<file path="src/rtl/mem_arbiter.sv">
// Two-port memory arbiter: shares one RAM between an icache and a dcache, with a
// starvation limit that forces an instruction grant after STARVE_MAX data grants.
module mem_arbiter #(
  parameter int unsigned STARVE_MAX = 4
) (
  input  logic        CLK,
  input  logic        RST,
  input  logic        iREN,
  input  logic [31:0] iaddr,
  output logic [31:0] iload,
  output logic        iwait,
  input  logic        dREN,
  input  logic        dWEN,
  input  logic [31:0] daddr,
  input  logic [31:0] dstore,
  output logic [31:0] dload,
  output logic        dwait,
  output logic        ramREN,
  output logic        ramWEN,
  output logic [31:0] ramaddr,
  output logic [31:0] ramstore,
  input  logic [31:0] ramload,
  input  logic [1:0]  ramstate,
  output logic [1:0]  gnt
);

  typedef enum logic [1:0] {
    StIdle = 2'd0,
    StIgnt = 2'd1,
    StDgnt = 2'd2
  } state_e;

  localparam logic [1:0] RamAccess = 2'd2;
  localparam logic [2:0] StarveMax = 3'(STARVE_MAX);

  state_e     state_q, state_d;
  logic [2:0] dstreak_q, dstreak_d;
  logic       dreq;
  logic       i_act, d_act, i_done, d_done;

  assign dreq = dREN | dWEN;

  always_comb begin
    state_d   = state_q;
    dstreak_d = dstreak_q;
    case (state_q)
      StIdle: begin
        if (iREN && (dstreak_q == StarveMax)) begin
          state_d   = StIgnt;
          dstreak_d = '0;
        end else if (dreq) begin
          state_d   = StDgnt;
          dstreak_d = iREN ? dstreak_q + 3'd1 : '0;
        end else if (iREN) begin
          state_d   = StIgnt;
          dstreak_d = '0;
        end else begin
          dstreak_d = '0;
        end
      end
      StIgnt: begin
        if (!iREN || (ramstate == RamAccess)) state_d = StIdle;
      end
      StDgnt: begin
        if (!dreq || (ramstate == RamAccess)) state_d = StIdle;
      end
      default: state_d = StIdle;
    endcase
  end

  always_ff @(posedge CLK) begin
    if (RST) begin
      state_q   <= StIdle;
      dstreak_q <= '0;
    end else begin
      state_q   <= state_d;
      dstreak_q <= dstreak_d;
    end
  end

  // A grant only drives the RAM while its owner still requests; a dropped request aborts.
  assign i_act  = !RST && (state_q == StIgnt) && iREN;
  assign d_act  = !RST && (state_q == StDgnt) && dreq;
  assign i_done = i_act && (ramstate == RamAccess);
  assign d_done = d_act && (ramstate == RamAccess);

  always_comb begin
    ramREN   = i_act | (d_act & ~dWEN);
    ramWEN   = d_act & dWEN;
    ramaddr  = '0;
    ramstore = '0;
    if (i_act) begin
      ramaddr = iaddr;
    end else if (d_act) begin
      ramaddr  = daddr;
      ramstore = dstore;
    end
    iwait = ~i_done;
    dwait = ~d_done;
    iload = i_done ? ramload : '0;
    dload = (d_done && !dWEN) ? ramload : '0;
    gnt   = RST ? 2'd0 : state_q;
  end

endmodule

</file>
<file path="config.mk">
export PLATFORM = sky130hd
export DESIGN_NAME = mem_arbiter
export DESIGN_NICKNAME = d
export VERILOG_FILES = /design/src/rtl/mem_arbiter.sv
export SDC_FILE = /design/constraint.sdc
export NUM_CORES = 1
export LEC_CHECK = 0
export CORE_AREA = 2 2 105 107
export DETAILED_ROUTE_END_ITERATION = 7
export DIE_AREA = 0 0 107 109
export PLACE_DENSITY = 0.62
export SLEW_MARGIN = 10
export SYNTH_ARGS = -nofsm -noshare
export SYNTH_HDL_FRONTEND = slang
export SYNTH_SLANG_ARGS = --single-unit
</file>
<file path="constraint.sdc">
create_clock -name CLK -period 3.9 [get_ports CLK]
set_input_delay 0.78 -clock CLK [delete_from_list [all_inputs] [get_ports CLK]]
set_output_delay 0.78 -clock CLK [all_outputs]
set_load 0.01 [all_outputs]
</file>
[After elaboration in Yosys (flattened, before gate mapping)]
Index checks and enable logic that the tools add are counted.
Storage, ports and cells
  flip-flop bits (word level): 5
  word-level logic and storage cells: 49
  output and inout port bits: 134
  input port bits: 135
Cells by class
  bitwise operators: 7
  reduce and logical (&&, ||, !) cells: 16
  eq/ne operators: 7
  add/subtract/negate cells: 1
  muxes and demuxes: 16
Operators by type and width (number)
  2-to-1 mux 32 bit: 6
  2-to-1 mux 2 bit: 6
  2-to-1 mux 3 bit: 3
  logical AND 1 bit: 8
  one-hot mux 2 bit (3 select lines): 1
  == test 2 bit (second input constant): 2
  zero test 1 bit: 4
  != test 2 bit (second input constant): 2
  != test 4 bit (second input constant): 1
  adder 3 x 1 -> 3 bit (second input constant): 1
  == test 3 bit (second input constant): 1
  inverter 1 bit: 3
  AND reduction 3 bit: 1
  bitwise AND 1 bit: 2
  == test 2 x 1 -> 1 bit (second input constant): 1
  zero test 2 bit: 1
  logical OR 1 bit: 2
  bitwise OR 1 bit: 2

[Depth between registers and ports, before layout]
  depth after elaboration: 6
  mapped depth: 5
  gate-level depth less buffers: 5

[Worst setup path after synthesis]
OpenSTA, ideal clock, no wires.
  path type: input to output
  from: in ramstate[1]
  to: out dload[10]
  slack: 1408 ps
  path buffers: 2
  required time: 3120 ps
  arrival time: 1712 ps
  stages on the path: 5
  cells stage by stage: nor2b_1 > clkbuf_1 > and4_1 > clkbuf_2 > and2_1
On the way
  cells in the longest elaborated chain, start to end: 4
Ends and longest elaborated chain
  start: declaration: line 23  | input logic [1:0] ramstate,
  == test 2 bit: line 85  | assign d_done = d_act && (ramstate == RamAccess);
  logical AND 1 bit: line 85
  logical AND 1 bit: line 101  | dload = (d_done && !dWEN) ? ramload : '0;
  2-to-1 mux 32 bit: line 101
  end: declaration: line 16  | output logic [31:0] dload,
Every way passes these cells.

[Worst setup path in the final report]
  from: in RST
  to: out ramaddr[23]
On the way
  cells in the longest elaborated chain, start to end: 5
  elaborated cells on any way between the ends: 7
  classes of those cells: 2 x mux; 5 x reduce/logical
Ends and longest elaborated chain
  start: declaration: line 7  | input logic RST,
  zero test 1 bit (*): line 82, 83
  logical AND 1 bit (2 in a row): line 83  | assign d_act = !RST && (state_q == StDgnt) && dreq;
  2-to-1 mux 32 bit: line 94  | end else if (d_act) begin
  2-to-1 mux 32 bit (*): line 92  | if (i_act) begin
  end: declaration: line 20  | output logic [31:0] ramaddr,
Mark *: on every way between the ends. The rest lies on a longest branch, timed or not.

==> flow_summary.yaml <==
floorplan:
  fp.coreArea_um2: 10600
  dieArea_um2: 11700
  ioPinCount: 269
  die_height_um: 109
  num_rows: 38
  start_util_pct: 12.8
  fp.dieW_um: 107
worst_setup_path:
  crit_buf_inv: 3
  startpoint: "RST"
  origin_of_the_critical_flop_to_flop_path: "dstreak_q[0]"
  cp_top_family: "buffers and inverters"
  timing_worst_setup_path_type: "in -> out"
  path_common_cell: "clkdlybuf4s50_1"
  slowest_stage: "clkdlybuf4s50_1"
  kind_of_start_point_of_the_critical_path: "input pin"
  arrival_ns: 2.83
  cp_max_fo: 56
  critical_path.endpoint_type: "output port"
  critical_path.max_stage_delay_ns: 0.57
  timing.critical_path.cells: "clkdlybuf4s50_1 -> nor2b_4 -> nor3b_4 -> buf_12 -> a22o_1 -> clkdlybuf4s50_1"
  worst-endpoint-required_ns: 3.12
logic_synthesis:
  synth.cell_area_um2: 1360
  commonest_register_cell_after_synthesis: "dfxtp_1"
  synthMostInstantiatedCell: "and2_1"
  post-synth-top-area-cell: "and2_1"
  number_of_flops_mapped_to_enable_cells_by_yosys: 0
  synth_cell_type_count: 30
  synth_warnings: 0
  synthesis.nets: 328
  seq_area_frac_synth_pct: 7.38
  synthesis.area_per_instance_um2: 7.10
  synth_top_area_share_pct: 30.4
  post_synth_most_frequent_cells: "66 x and2_1, 32 x a22o_1, 32 x and3_1"
  async_reset_ff_share_pct: 0
  ys_ff_latch: 5
  synthesis.instances: 191
  synthTopCellsByArea: "and2_1 30%, a22o_1 21%, and3_1 15%"
clocking:
  ctsResizeCount: 0
  cts_sinks: 5
  clk_pin_slew_ns: 0.04
  clock_path_buffers: 2
  post_cts_buffers: 0
  clock_insertion_delay_worst_skew_ns: 0.22
  numCtsBuffers: 3
  clock_tree.root_cell: "clkbuf_8"
  cts_tree: "yes"
  htree_levels: 1
  postCtsHoldBufs: 0
worst_hold_path:
  worst_hold_startpoint: "dstreak_q[0]"
  worst_hold_path_type: "reg -> reg"
grt:
  gr-total-overflow: 0
  via_count_of_the_first_global_routing_pass: 2411
  grt_pass1_wl_um: 13600
  grt_max_degree: 57
  grt_antenna_before_repair: 0
  groute.usage.overall_pct: 15.1
final_layout:
  antennaDiodeCount: 0
  drive_above_1_share_pct: 3.13
  multi_input_logic_area_um2: 1130
  post_layout_nets: 585
  synthToLayoutAreaGrowth_pct: 211
  fin_cells: 587
  area_used_by_sequential_logic_in_the_layout_um2: 100
  final.fill_count: 1061
  finish.instance_area_um2: 4220
sta:
  fin_hold_ws_ns: 0.505
  rsz0062_at_grt: "false"
  period_needed_ns: 3.61
  final-hold-violation-count: 0
  achievable-frequency_mhz: 277
  fin_tns_setup_ns: 0
  finalClockSkew_ns: 0.00239
  report.final.setup_viol: 0
  tightestPinTransition_ns: 0.397
  maxSlewHeadroom_pct: 73.5
  portion_of_the_clock_cycle_consumed_by_the_worst_path_in_the_final_layout_pct: 92.5
  finalMaxSlewViolations: 0
placed_design:
  place_inst: 583
  dpl-instance-area_um2: 4180
  hpwl_um: 8080
  buffer_ports.inserted: 268
  globalplace.congestion: 0.844
drt:
  vias_per_cell: 4.19
  drt_pre_antenna_iters: 4
  drc_errors: 0
  route.vias.total: 2462
  totalWireLength_um: 9800
  avgRoutedWirePerCell_um: 16.7
  drt-initial-drc-count: 149
  ant_nets: 0
power:
  leakagePower_nw: 1.65
  post-layout-total-power_uw: 428
  peakVddDrop_mv: 0.0710
  power_density_nw_per_um2: 101
status:
  outcome: "completed"
flow_run:
  max_cap_violations: 0
==> logic make-up after synthesis <==
kind of cell / Yosys count / synth area share [%]
flip-flops: 5 / 7.38
buffers and inverters: 25 / 10.1
adder cells (fa/ha/maj): 2 / 1.84
AO/OA/AOI/OAI: 43 / 26.4
AND/OR/NAND/NOR: 116 / 54.2
==> cell usage in the layout, fill, tap and decap left out, drive strengths merged, types with 4 or more instances in the layout <==
cell type / netlist / final
a22o: 32 / 32
and2: 66 / 66
and3: 32 / 32
buf: 12 / 6
clkbuf: 10 / 4
clkdlybuf4s50: 0 / 268
dfxtp: 5 / 5
nor2b: 4 / 4
==> path summary, 6_finish.rpt <==
| check | slack [ns] | end | depth (start not counted) |
|---|---|---|---|
| max | 0.29 | ramaddr[23] | 6 |
| min reg2reg | 0.50 | dstreak_q[0] | 2 |
| max reg2reg | 2.55 | state_q[0] | 5 |
| min | 0.50 | dstreak_q[0] | 2 |
==> report_power, final <==
group	switching (mW)	internal [mW]
logic	0.0854	0.187
registers	0.00338	0.0536
clock network	0.0277	0.0704
==> metrics by stage <==
stage | util, % | setup slack (ns)
3_3_place_gp | 39.4 | 0.295
3_5_place_dp | 39.4 | 0.291
5_1_grt | 39.8 | 0.202
6_report | 39.8 | 0.291
2_1_floorplan | - | 1.41
4_1_cts | 39.8 | 0.271
==> metal layers <==
layer,vias up,track usage (%),wire (µm)
li1,1198,-,-
met1,1096,18.6,4020
met2,166,26.8,4660
met3,2,4.42,1100
met4,0,2.04,23
met5,-,0,0
==> layout make-up <==
type | count | share of cell area [%]
clock buffer | 4 | 1.07
inverter | 3 | 0.267
multi-input combinational | 161 | 26.7
sequential | 5 | 2.37
tap | 140 | 4.15
timing repair buffer | 274 | 65.5
==> tightest hold or removal path: stages (launching register included) <==
cell and delay (ns):
dfxtp_1 0.31, o21ai_0 0.07, a21oi_1 0.06
==> flip-flops by register name (all words and copies together) (netlist names) <==
| register | flops |
|---|---|
| dstreak_q | 3 |
| state_q | 2 |
No activity file was read; power rests on OpenSTA's default activity.
